[src/rtl/led_pkg.sv]
// ---------------------------------------------------------------------------
// led_pkg
// Shared definitions for the badge LED frame store and the pattern sources
// that feed it.
//   - Logical colour codes (red/green/blue).
//   - Default LED column / sink row counts.
//   - LED_MAP_PROD: logical colour driven on each physical sink row of each
//     LED. Field for (led l, row r) lives at [(l*rows + r)*2 +: 2].
//   - Frame buffer FSM state encoding.
//   - lin_index(): (led,row) -> linear storage index.
// ---------------------------------------------------------------------------
package led_pkg;

    localparam int DEFAULT_NUM_LEDS = 11;
    localparam int DEFAULT_NUM_ROWS = 3;

    localparam logic [1:0] COLOR_RED   = 2'd0;
    localparam logic [1:0] COLOR_GREEN = 2'd1;
    localparam logic [1:0] COLOR_BLUE  = 2'd2;

    // Per-LED row orders, packed {row C, row B, row A} so row A sits in the LSBs.
    localparam logic [5:0] ORDER_RGB = {COLOR_BLUE, COLOR_GREEN, COLOR_RED};
    localparam logic [5:0] ORDER_BGR = {COLOR_RED,  COLOR_GREEN, COLOR_BLUE};
    localparam logic [5:0] ORDER_GRB = {COLOR_BLUE, COLOR_RED,   COLOR_GREEN};

    // LED 10 in the MSBs down to LED 0 in the LSBs.
    localparam logic [2*DEFAULT_NUM_ROWS*DEFAULT_NUM_LEDS-1:0] LED_MAP_PROD = {
        ORDER_RGB,  // LED 10
        ORDER_RGB,  // LED 9
        ORDER_GRB,  // LED 8
        ORDER_GRB,  // LED 7
        ORDER_BGR,  // LED 6
        ORDER_BGR,  // LED 5
        ORDER_RGB,  // LED 4
        ORDER_BGR,  // LED 3
        ORDER_RGB,  // LED 2
        ORDER_BGR,  // LED 1
        ORDER_RGB   // LED 0
    };

    typedef enum logic [1:0] {
        ST_CLEAR     = 2'd0,
        ST_IDLE      = 2'd1,
        ST_SWAP_WAIT = 2'd2,
        ST_COPY      = 2'd3
    } fb_state_t;

    // Linear storage index for a physical (led,row) pair.
    function automatic logic [5:0] lin_index(input logic [3:0] led,
                                             input logic [1:0] row,
                                             input int         rows);
        return 6'(32'(led) * 32'(rows) + 32'(row));
    endfunction

endpackage

[src/rtl/led_color_map.sv]
// ---------------------------------------------------------------------------
// led_color_map
// Combinational lookup of the physical sink row that carries a given logical
// colour on a given LED. o_valid is low for colour 3, for an LED index
// outside 0..NUM_LEDS-1, or when no row of that LED carries the colour.
// Ports:
//   i_led    LED index
//   i_color  logical colour (0=red, 1=green, 2=blue)
//   o_row    physical row carrying that colour (0 when invalid)
//   o_valid  lookup succeeded
// ---------------------------------------------------------------------------
module led_color_map
    import led_pkg::*;
#(
    parameter int                                  NUM_LEDS = DEFAULT_NUM_LEDS,
    parameter int                                  NUM_ROWS = DEFAULT_NUM_ROWS,
    parameter logic [2*NUM_ROWS*NUM_LEDS-1:0]      LED_MAP  = LED_MAP_PROD
) (
    input  logic [3:0] i_led,
    input  logic [1:0] i_color,
    output logic [1:0] o_row,
    output logic       o_valid
);

    // One match flag per (led,row): does that row carry the requested colour?
    logic [NUM_LEDS*NUM_ROWS-1:0] w_hit;

    genvar gi, gr;
    generate
        for (gi = 0; gi < NUM_LEDS; gi++) begin : g_led
            for (gr = 0; gr < NUM_ROWS; gr++) begin : g_row
                assign w_hit[gi*NUM_ROWS + gr] =
                    (LED_MAP[(gi*NUM_ROWS + gr)*2 +: 2] == i_color);
            end
        end
    endgenerate

    // Scan rows high to low so that, should a map ever list a colour twice,
    // the lowest row wins.
    always_comb begin
        o_row   = '0;
        o_valid = 1'b0;
        if ((i_color != 2'd3) && (32'(i_led) < 32'(NUM_LEDS))) begin
            for (int r = NUM_ROWS - 1; r >= 0; r--) begin
                if (w_hit[32'(i_led) * 32'(NUM_ROWS) + 32'(r)]) begin
                    o_row   = 2'(r);
                    o_valid = 1'b1;
                end
            end
        end
    end

endmodule

[src/rtl/led_frame_buffer.sv]
// ---------------------------------------------------------------------------
// led_frame_buffer
// Double-buffered RGB frame store in front of the LED PWM scanner. Pattern
// writes (led, logical colour, value) are remapped to the physical sink row
// and land in the back bank. A commit request waits for the scanner's frame
// boundary, swaps banks there, then copies the new front bank into the new
// back bank so later writes are incremental updates of the shown frame.
// Ports:
//   clk, rst         clock, synchronous active-high reset
//   wr_valid/ready   write handshake (ready only while idle)
//   wr_led/color/value  write payload
//   wr_err           1-cycle pulse: accepted write was out of range, dropped
//   commit           request a back->front swap
//   commit_done      1-cycle pulse on the edge the swap happens
//   frame_start      scanner frame boundary pulse
//   rd_led/rd_row    scanner read address (physical row)
//   rd_data          front-bank value, one cycle after the address
// ---------------------------------------------------------------------------
module led_frame_buffer
    import led_pkg::*;
#(
    parameter int                             NUM_LEDS = DEFAULT_NUM_LEDS,
    parameter int                             NUM_ROWS = DEFAULT_NUM_ROWS,
    parameter logic [2*NUM_ROWS*NUM_LEDS-1:0] LED_MAP  = LED_MAP_PROD
) (
    input  logic       clk,
    input  logic       rst,
    input  logic       wr_valid,
    output logic       wr_ready,
    input  logic [3:0] wr_led,
    input  logic [1:0] wr_color,
    input  logic [7:0] wr_value,
    output logic       wr_err,
    input  logic       commit,
    output logic       commit_done,
    input  logic       frame_start,
    input  logic [3:0] rd_led,
    input  logic [1:0] rd_row,
    output logic [7:0] rd_data
);

    localparam int         DEPTH    = NUM_LEDS * NUM_ROWS;
    localparam logic [5:0] LAST_IDX = 6'(DEPTH - 1);

    // State
    fb_state_t  r_state;
    fb_state_t  w_state_next;
    logic [5:0] r_cnt;
    logic [5:0] w_cnt_next;
    logic       r_front_sel;
    logic       r_wr_err;
    logic       r_commit_done;
    logic [7:0] r_rd_data;

    // Two banks, indexed [bank][led*NUM_ROWS+row].
    logic [7:0] r_mem [2][DEPTH];

    // Write-side wires
    logic       w_wr_ready;
    logic       w_swap;
    logic [1:0] w_map_row;
    logic       w_map_valid;
    logic       w_wr_fire;
    logic       w_wr_good;
    logic [5:0] w_wr_idx;
    logic [5:0] w_waddr;
    logic [7:0] w_wdata;
    logic [1:0] w_we;

    // Read-side wires
    logic       w_rd_in_range;
    logic [5:0] w_rd_idx;

    // -----------------------------------------------------------------------
    // Colour -> physical row lookup for the write port
    // -----------------------------------------------------------------------
    led_color_map #(
        .NUM_LEDS (NUM_LEDS),
        .NUM_ROWS (NUM_ROWS),
        .LED_MAP  (LED_MAP)
    ) u_color_map (
        .i_led   (wr_led),
        .i_color (wr_color),
        .o_row   (w_map_row),
        .o_valid (w_map_valid)
    );

    // -----------------------------------------------------------------------
    // FSM: next state, sweep counter, handshake
    // -----------------------------------------------------------------------
    always_comb begin
        w_state_next = r_state;
        w_cnt_next   = r_cnt;
        w_wr_ready   = 1'b0;
        w_swap       = 1'b0;
        case (r_state)
            ST_CLEAR, ST_COPY: begin
                // Sweep every index once, then stop; the counter never wraps.
                if (r_cnt == LAST_IDX) begin
                    w_state_next = ST_IDLE;
                    w_cnt_next   = '0;
                end else begin
                    w_cnt_next = r_cnt + 6'd1;
                end
            end
            ST_IDLE: begin
                w_wr_ready = 1'b1;
                if (commit) begin
                    w_state_next = ST_SWAP_WAIT;
                end
            end
            ST_SWAP_WAIT: begin
                if (frame_start) begin
                    w_swap       = 1'b1;
                    w_state_next = ST_COPY;
                    w_cnt_next   = '0;
                end
            end
            default: begin
                w_state_next = ST_CLEAR;
                w_cnt_next   = '0;
            end
        endcase
    end

    always_ff @(posedge clk) begin
        if (rst) begin
            r_state       <= ST_CLEAR;
            r_cnt         <= '0;
            r_front_sel   <= 1'b0;
            r_wr_err      <= 1'b0;
            r_commit_done <= 1'b0;
        end else begin
            r_state       <= w_state_next;
            r_cnt         <= w_cnt_next;
            r_wr_err      <= w_wr_fire & ~w_map_valid;
            r_commit_done <= w_swap;
            if (w_swap) begin
                r_front_sel <= ~r_front_sel;
            end
        end
    end

    // -----------------------------------------------------------------------
    // Bank write port
    // -----------------------------------------------------------------------
    assign w_wr_fire = wr_valid & w_wr_ready;
    assign w_wr_good = w_wr_fire & w_map_valid;
    assign w_wr_idx  = lin_index(wr_led, w_map_row, NUM_ROWS);

    // CLEAR zeroes both banks at the sweep index; COPY moves the front value
    // at the sweep index into the back bank; IDLE takes the pattern write.
    always_comb begin
        w_waddr = w_wr_idx;
        w_wdata = wr_value;
        if (r_state == ST_CLEAR) begin
            w_waddr = r_cnt;
            w_wdata = '0;
        end else if (r_state == ST_COPY) begin
            w_waddr = r_cnt;
            w_wdata = r_mem[r_front_sel][r_cnt];
        end
    end

    genvar gi;
    generate
        for (gi = 0; gi < 2; gi++) begin : g_bank_we
            // Only the back bank is ever written outside CLEAR, so the
            // scanner's frame can never change under it.
            assign w_we[gi] = (r_state == ST_CLEAR) ||
                              ((r_front_sel != 1'(gi)) &&
                               ((r_state == ST_COPY) || w_wr_good));
        end
    endgenerate

    always_ff @(posedge clk) begin
        for (int b = 0; b < 2; b++) begin
            if (w_we[b]) begin
                r_mem[b][w_waddr] <= w_wdata;
            end
        end
    end

    // -----------------------------------------------------------------------
    // Scanner read port: registered, never stalled
    // -----------------------------------------------------------------------
    assign w_rd_in_range = (32'(rd_led) < 32'(NUM_LEDS)) &&
                           (32'(rd_row) < 32'(NUM_ROWS));
    assign w_rd_idx      = w_rd_in_range ? lin_index(rd_led, rd_row, NUM_ROWS) : '0;

    always_ff @(posedge clk) begin
        if (rst) begin
            r_rd_data <= '0;
        end else if ((r_state == ST_CLEAR) || !w_rd_in_range) begin
            r_rd_data <= '0;
        end else begin
            r_rd_data <= r_mem[r_front_sel][w_rd_idx];
        end
    end

    assign wr_ready    = w_wr_ready;
    assign wr_err      = r_wr_err;
    assign commit_done = r_commit_done;
    assign rd_data     = r_rd_data;

endmodule

[config.mk]
export PLATFORM = sky130hd
export DESIGN_NAME = led_frame_buffer
export DESIGN_NICKNAME = d
export VERILOG_FILES = /design/src/rtl/led_pkg.sv /design/src/rtl/led_color_map.sv /design/src/rtl/led_frame_buffer.sv
export SDC_FILE = /design/constraint.sdc
export NUM_CORES = 1
export LEC_CHECK = 0
export ABC_AREA = 1
export BUFFER_PORTS_ARGS = -buffer_cell sky130_fd_sc_hd__buf_2
export CAP_MARGIN = 20
export CELL_PAD_IN_SITES_DETAIL_PLACEMENT = 0
export CELL_PAD_IN_SITES_GLOBAL_PLACEMENT = 1
export CORE_ASPECT_RATIO = 0.75
export CORE_MARGIN = 2
export CORE_UTILIZATION = 50
export CTS_CLUSTER_DIAMETER = 30
export DETAILED_ROUTE_END_ITERATION = 7
export PLACE_DENSITY_LB_ADDON = 0.08
export SKIP_LAST_GASP = 1
export SLEW_MARGIN = 20
export SYNTH_ARGS = -nofsm -noshare
export SYNTH_HDL_FRONTEND = slang
export SYNTH_HIERARCHICAL = 1
export SYNTH_SLANG_ARGS = --single-unit
export TNS_END_PERCENT = 5
[constraint.sdc]
create_clock -name clk -period 6 [get_ports clk]
set_input_delay 0.6 -clock clk [delete_from_list [all_inputs] [get_ports clk]]
set_output_delay 0.6 -clock clk [all_outputs]
set_load 0.02 [all_outputs]
==> impl.org <==
** Setup path
- Most repeated library cell on the critical path :: nand2_1
- For this design, the slowest cell found on the critical path is fa_1.
- Worst endpoint data arrival time :: 5.47 ns
- Launch point of the critical path :: wr_led[0]
- In this run the worst path has a maximum fanout of 11.
- Largest stage delay on the critical path :: 0.52 ns
- Critical path endpoint :: r_mem[1][164]
- Critical path class :: input port to flip-flop
- STA classifies the critical path endpoint as a flip-flop.
- The worst register-to-register path has a setup slack of 1.64 ns.
- STA puts the critical path data required time at 6.36 ns.
- Number of cells traversed by the worst register-to-register path :: 12
- Kind of start point of the critical path :: input port
- The worst register-to-register path ends at r_mem[0][258].

** Timing
- In the post-route analysis, the smallest setup slack over all paths is 0.8926 ns.
- For the pin with the worst max-slew slack, the measured transition is between 1 and 1.5 ns.
- Shortest period the worst path allows :: about 5 ns
- Setup repair after global routing left no endpoint under its margin.
- For the final database, setup skew stands at between 0.02 and 0.025 ns.
- Total count of hold-check failures in the final report :: 0
- In this run the tightest slew margin relative to its limit is 0.2050.
- Peak Freq :: approximately 200 MHz
- The count of pins over their slew limit was 0.
- Worst slack on hold paths :: 0.2105 ns
- Setup violations remaining at the end of the flow were counted as 0.
- Final period utilization :: 0.8512
- For the final routed database, the setup TNS stands at 0 ns.

** Layout
- Layout cell share with drive strength beyond 1 :: 0.1548
- Layout fillers :: 4471
- At the end of the flow, the number of nets in the layout was 2999.
- ANT cells :: 0
- Relative to the synthesized area, the layout overhead comes to 16.99%.

** Global route
- Vias in the first global route :: 20.42k
- The number of antenna violations at the first check in global routing was 1.
- Largest net degree at the start of global routing :: 140
- Global-route usage over all layers :: 0.3288
- After global routing the overflow that remains totals 0.
- Wire length of the first global-routing pass :: 133300 um

** Detailed routing
- In this run the remaining antenna-violating nets after routing total 0.
- Summed over all layers, the routed wires come to between 90000 and 100000 um.
- For this block, the initial DRC count from the detailed router was slightly below 3k.
- In the final routed layout, each cell accounts on average for around 24 um.
- Via-per-instance ratio :: 5.808
- Pre-antenna DRT Iters :: 6
- For this run, design rule violations remaining after detail routing come to 0.
- The final route contains 21.62k vias.

** Synth
- Fraction of the mapped netlist area in simple logic gates :: 0.2425
- Net count of the mapped netlist :: a little under 3k
- Of the total synthesized cell area, the portion taken by full adders, half adders and majority gates is 0.01761.
- In the synthesized netlist the dominant register cell turns out to be edfxtp_1.
- For this run, the number of Yosys warnings is 6.
- Avg Cell Area, Syn :: ~9.5 sq um
- The share of synthesized area in the top cell type comes to 0.5873.
- Part of the Yosys area used for sequential elements :: 0.6021
- The synthesized netlist contains 49 unique library cells.
- The synthesized design spends more area on one cell type than any other, namely edfxtp_1.
- The cell area that synthesis handed to floorplanning was ~27000 sq um.
- Top post-synthesis cells by area :: edfxtp_1 (59%), nand2_1 (12%), nand3_1 (4.5%)
- Measured against the total synthesized area, the mux share comes to 0.008157.
- Combinational family with the most area after synthesis :: simple AND/OR/NAND/NOR gates
- The area fraction in compound gates after synthesis was 0.07809.
- Of the total synthesized cell area, the portion taken by XOR and XNOR cells is 0.002873.
- Synthesis inferred 548 register bits.
- In the synthesized netlist the async set-or-reset flop fraction comes to 0.
- Synthesized instance count :: between 2k and 3k
- Yosys mapped a number of flops with a built-in enable equal to roughly 530.

** Floorplanning
- CORE AREA :: approximately 53000 sq um
- Starting Density :: 0.5079
- Die width :: 272.3 um
- Top-Level Pins :: 36
- Placement Rows :: 73
- Die Area :: 55890 sq um
- Die Ht :: 205.2 um

** Clocking
- TritonCTS clock tree :: built
- In this run the deepest clock path goes through 3 buffers.
- Once the clock tree was built, the resizer swapped 0 gates to a different size.
- Post-CTS Setup Repair Bufs :: 0
- Counting every sink on the clock net gives 548.
- For this design, the CTS-stage hold fixing added 0 buffers.
- Clock insertion delay at the later pin of the skew report :: 0.64 ns
- Maximum level of the CTS H-tree :: 3
- Post-CTS clock slew at the launch and capture registers of the worst setup and hold paths :: around 0.05 ns
- TritonCTS created about 90 clock buffers.
- The tree is rooted in a clkbuf_16.

** Pwr
- For this design the static power due to leakage is between 10 and 15 nW.
- Largest vdd supply drop :: 0.3184 mV
- For this design the ratio of total power to cell area is 474.3 nW/um^2.

** Placed design
- HPWL Detailed :: 59710 um
- Before CTS, the worst setup slack after placement is 0.3587 ns.
- Routability Congestion :: 0.9732
- IO buf count :: 35

** Outcome
- The flow ran to the end, and the final reports show no timing, DRC or antenna violations.

** Job
- Across the run, the number of max-cap violations was 0.

** Hold path
- The tightest min-delay check is of the input port to flip-flop type.
==> per-layer routing <==
| metal | track usage | wire length, um |
|---|---|---|
| met3 | 0.08332 | 10200 |
| met5 | 0 | 0 |
| met4 | 0.1101 | 3200 |
| met2 | 0.4843 | 38540 |
| met1 | 0.4759 | 38590 |
==> cell usage in the layout (no fill, tap or decap), drive strengths merged, types with 11 or more instances in the layout <==
master	synthesis	final
o21ai	261	261
mux2i	22	22
nand3	246	246
nor2	274	274
clkinv	6	22
a21oi	69	69
inv	139	167
or2	101	101
dfxtp	20	20
buf	96	167
clkbuf	50	105
nand2	872	872
ha	30	30
o22ai	15	15
nor3	11	11
o211ai	36	36
edfxtp	528	528
==> synthesized netlist by cell type (2+ instances only) <==
cell type,number
mux2i_1,22
nor2_4,6
nor3_1,11
xor2_1,7
nand3_1,243
or2_2,97
buf_6,7
ha_1,30
o21a_1,2
o211ai_1,36
nor2_1,261
and2_1,6
dfxtp_1,20
a21oi_1,68
or2_0,4
edfxtp_1,528
nor2_2,6
clkbuf_1,49
buf_2,63
o21ai_1,23
nand2_1,863
inv_2,8
a22o_1,3
nand4_1,10
and2_0,3
nand3_2,2
buf_4,21
o21ai_0,238
clkinv_1,5
fa_1,5
o22ai_1,14
nand2_2,9
buf_1,5
inv_1,129
nand3b_1,10
==> flip-flops by register name (all words and copies together) (netlist names), named ones only <==
name         count
r_front_sel      1
rd_data          8
r_cnt            6
r_state          2
r_mem          528
commit_done      1
wr_err           1
==> power breakdown <==
part | switching, mW | leakage, nW | internal (mW)
clock network | 1.92 | 1.45 | 3.14
registers | 0.126 | 5.03 | 5.02
logic | 3.57 | 5.90 | 1.20
total | 5.62 | 12.4 | 9.36
==> through the flow <==
stage | total power [mW] | std cells | utilization | cell area [sq um]
floorplan | 7.710 | 2828 | - | 27000
global placement | 9.808 | 3560 | 0.5375 | 28570
detailed placement | 9.854 | 3561 | 0.5380 | 28600
CTS | 14.90 | 3723 | 0.5941 | 31580
global route | 15.51 | 3723 | 0.5941 | 31580
finish | 14.98 | 3723 | 0.5941 | 31580
==> worst max-delay path: cells and delay by family <==
family | cells | cell delay (ns)
XOR/XNOR | 1 | 0.25
buffers and inverters | 5 | 0.76
adder cells (fa/ha/maj) | 6 | 2.04
AND/OR/NAND/NOR | 16 | 1.57
AO/OA/AOI/OAI | 1 | 0.19
==> worst min path at each step <==
stage | depth (start not counted) | slack [ns] | end | startpoint
global placement | 2 | 0.53 | r_cnt[5] | r_cnt[5]
CTS | 3 | 0.19 | wr_err | wr_valid
global route | 3 | 0.22 | wr_err | wr_valid
detailed placement | 2 | 0.53 | r_cnt[5] | r_cnt[5]
finish | 3 | 0.21 | wr_err | wr_valid
floorplan | 2 | 0.47 | r_cnt[5] | r_cnt[5]
==> final cells by class <==
class                   instances  area (sq um)  share of cell area
well taps                     712         890.9             0.02821
clock inverters                57         624.3             0.01977
flip-flops and latches        548         16260              0.5148
repair buffers                167          1336             0.04231
inverters                     145         553.0             0.01751
clock buffers                 105          2360             0.07472
multi-input cells            1989          9559              0.3027
==> logic make-up (layout without fill, tap and decap cells) <==
group | after synthesis | after routing
simple gates | 1534 | 1534
flops | 548 | 548
compound gates | 390 | 390
buf+inv | 291 | 474
fa+ha+maj | 35 | 35
mux | 22 | 22
xor+xnor | 8 | 8
No activity file was read; power rests on OpenSTA's default activity.
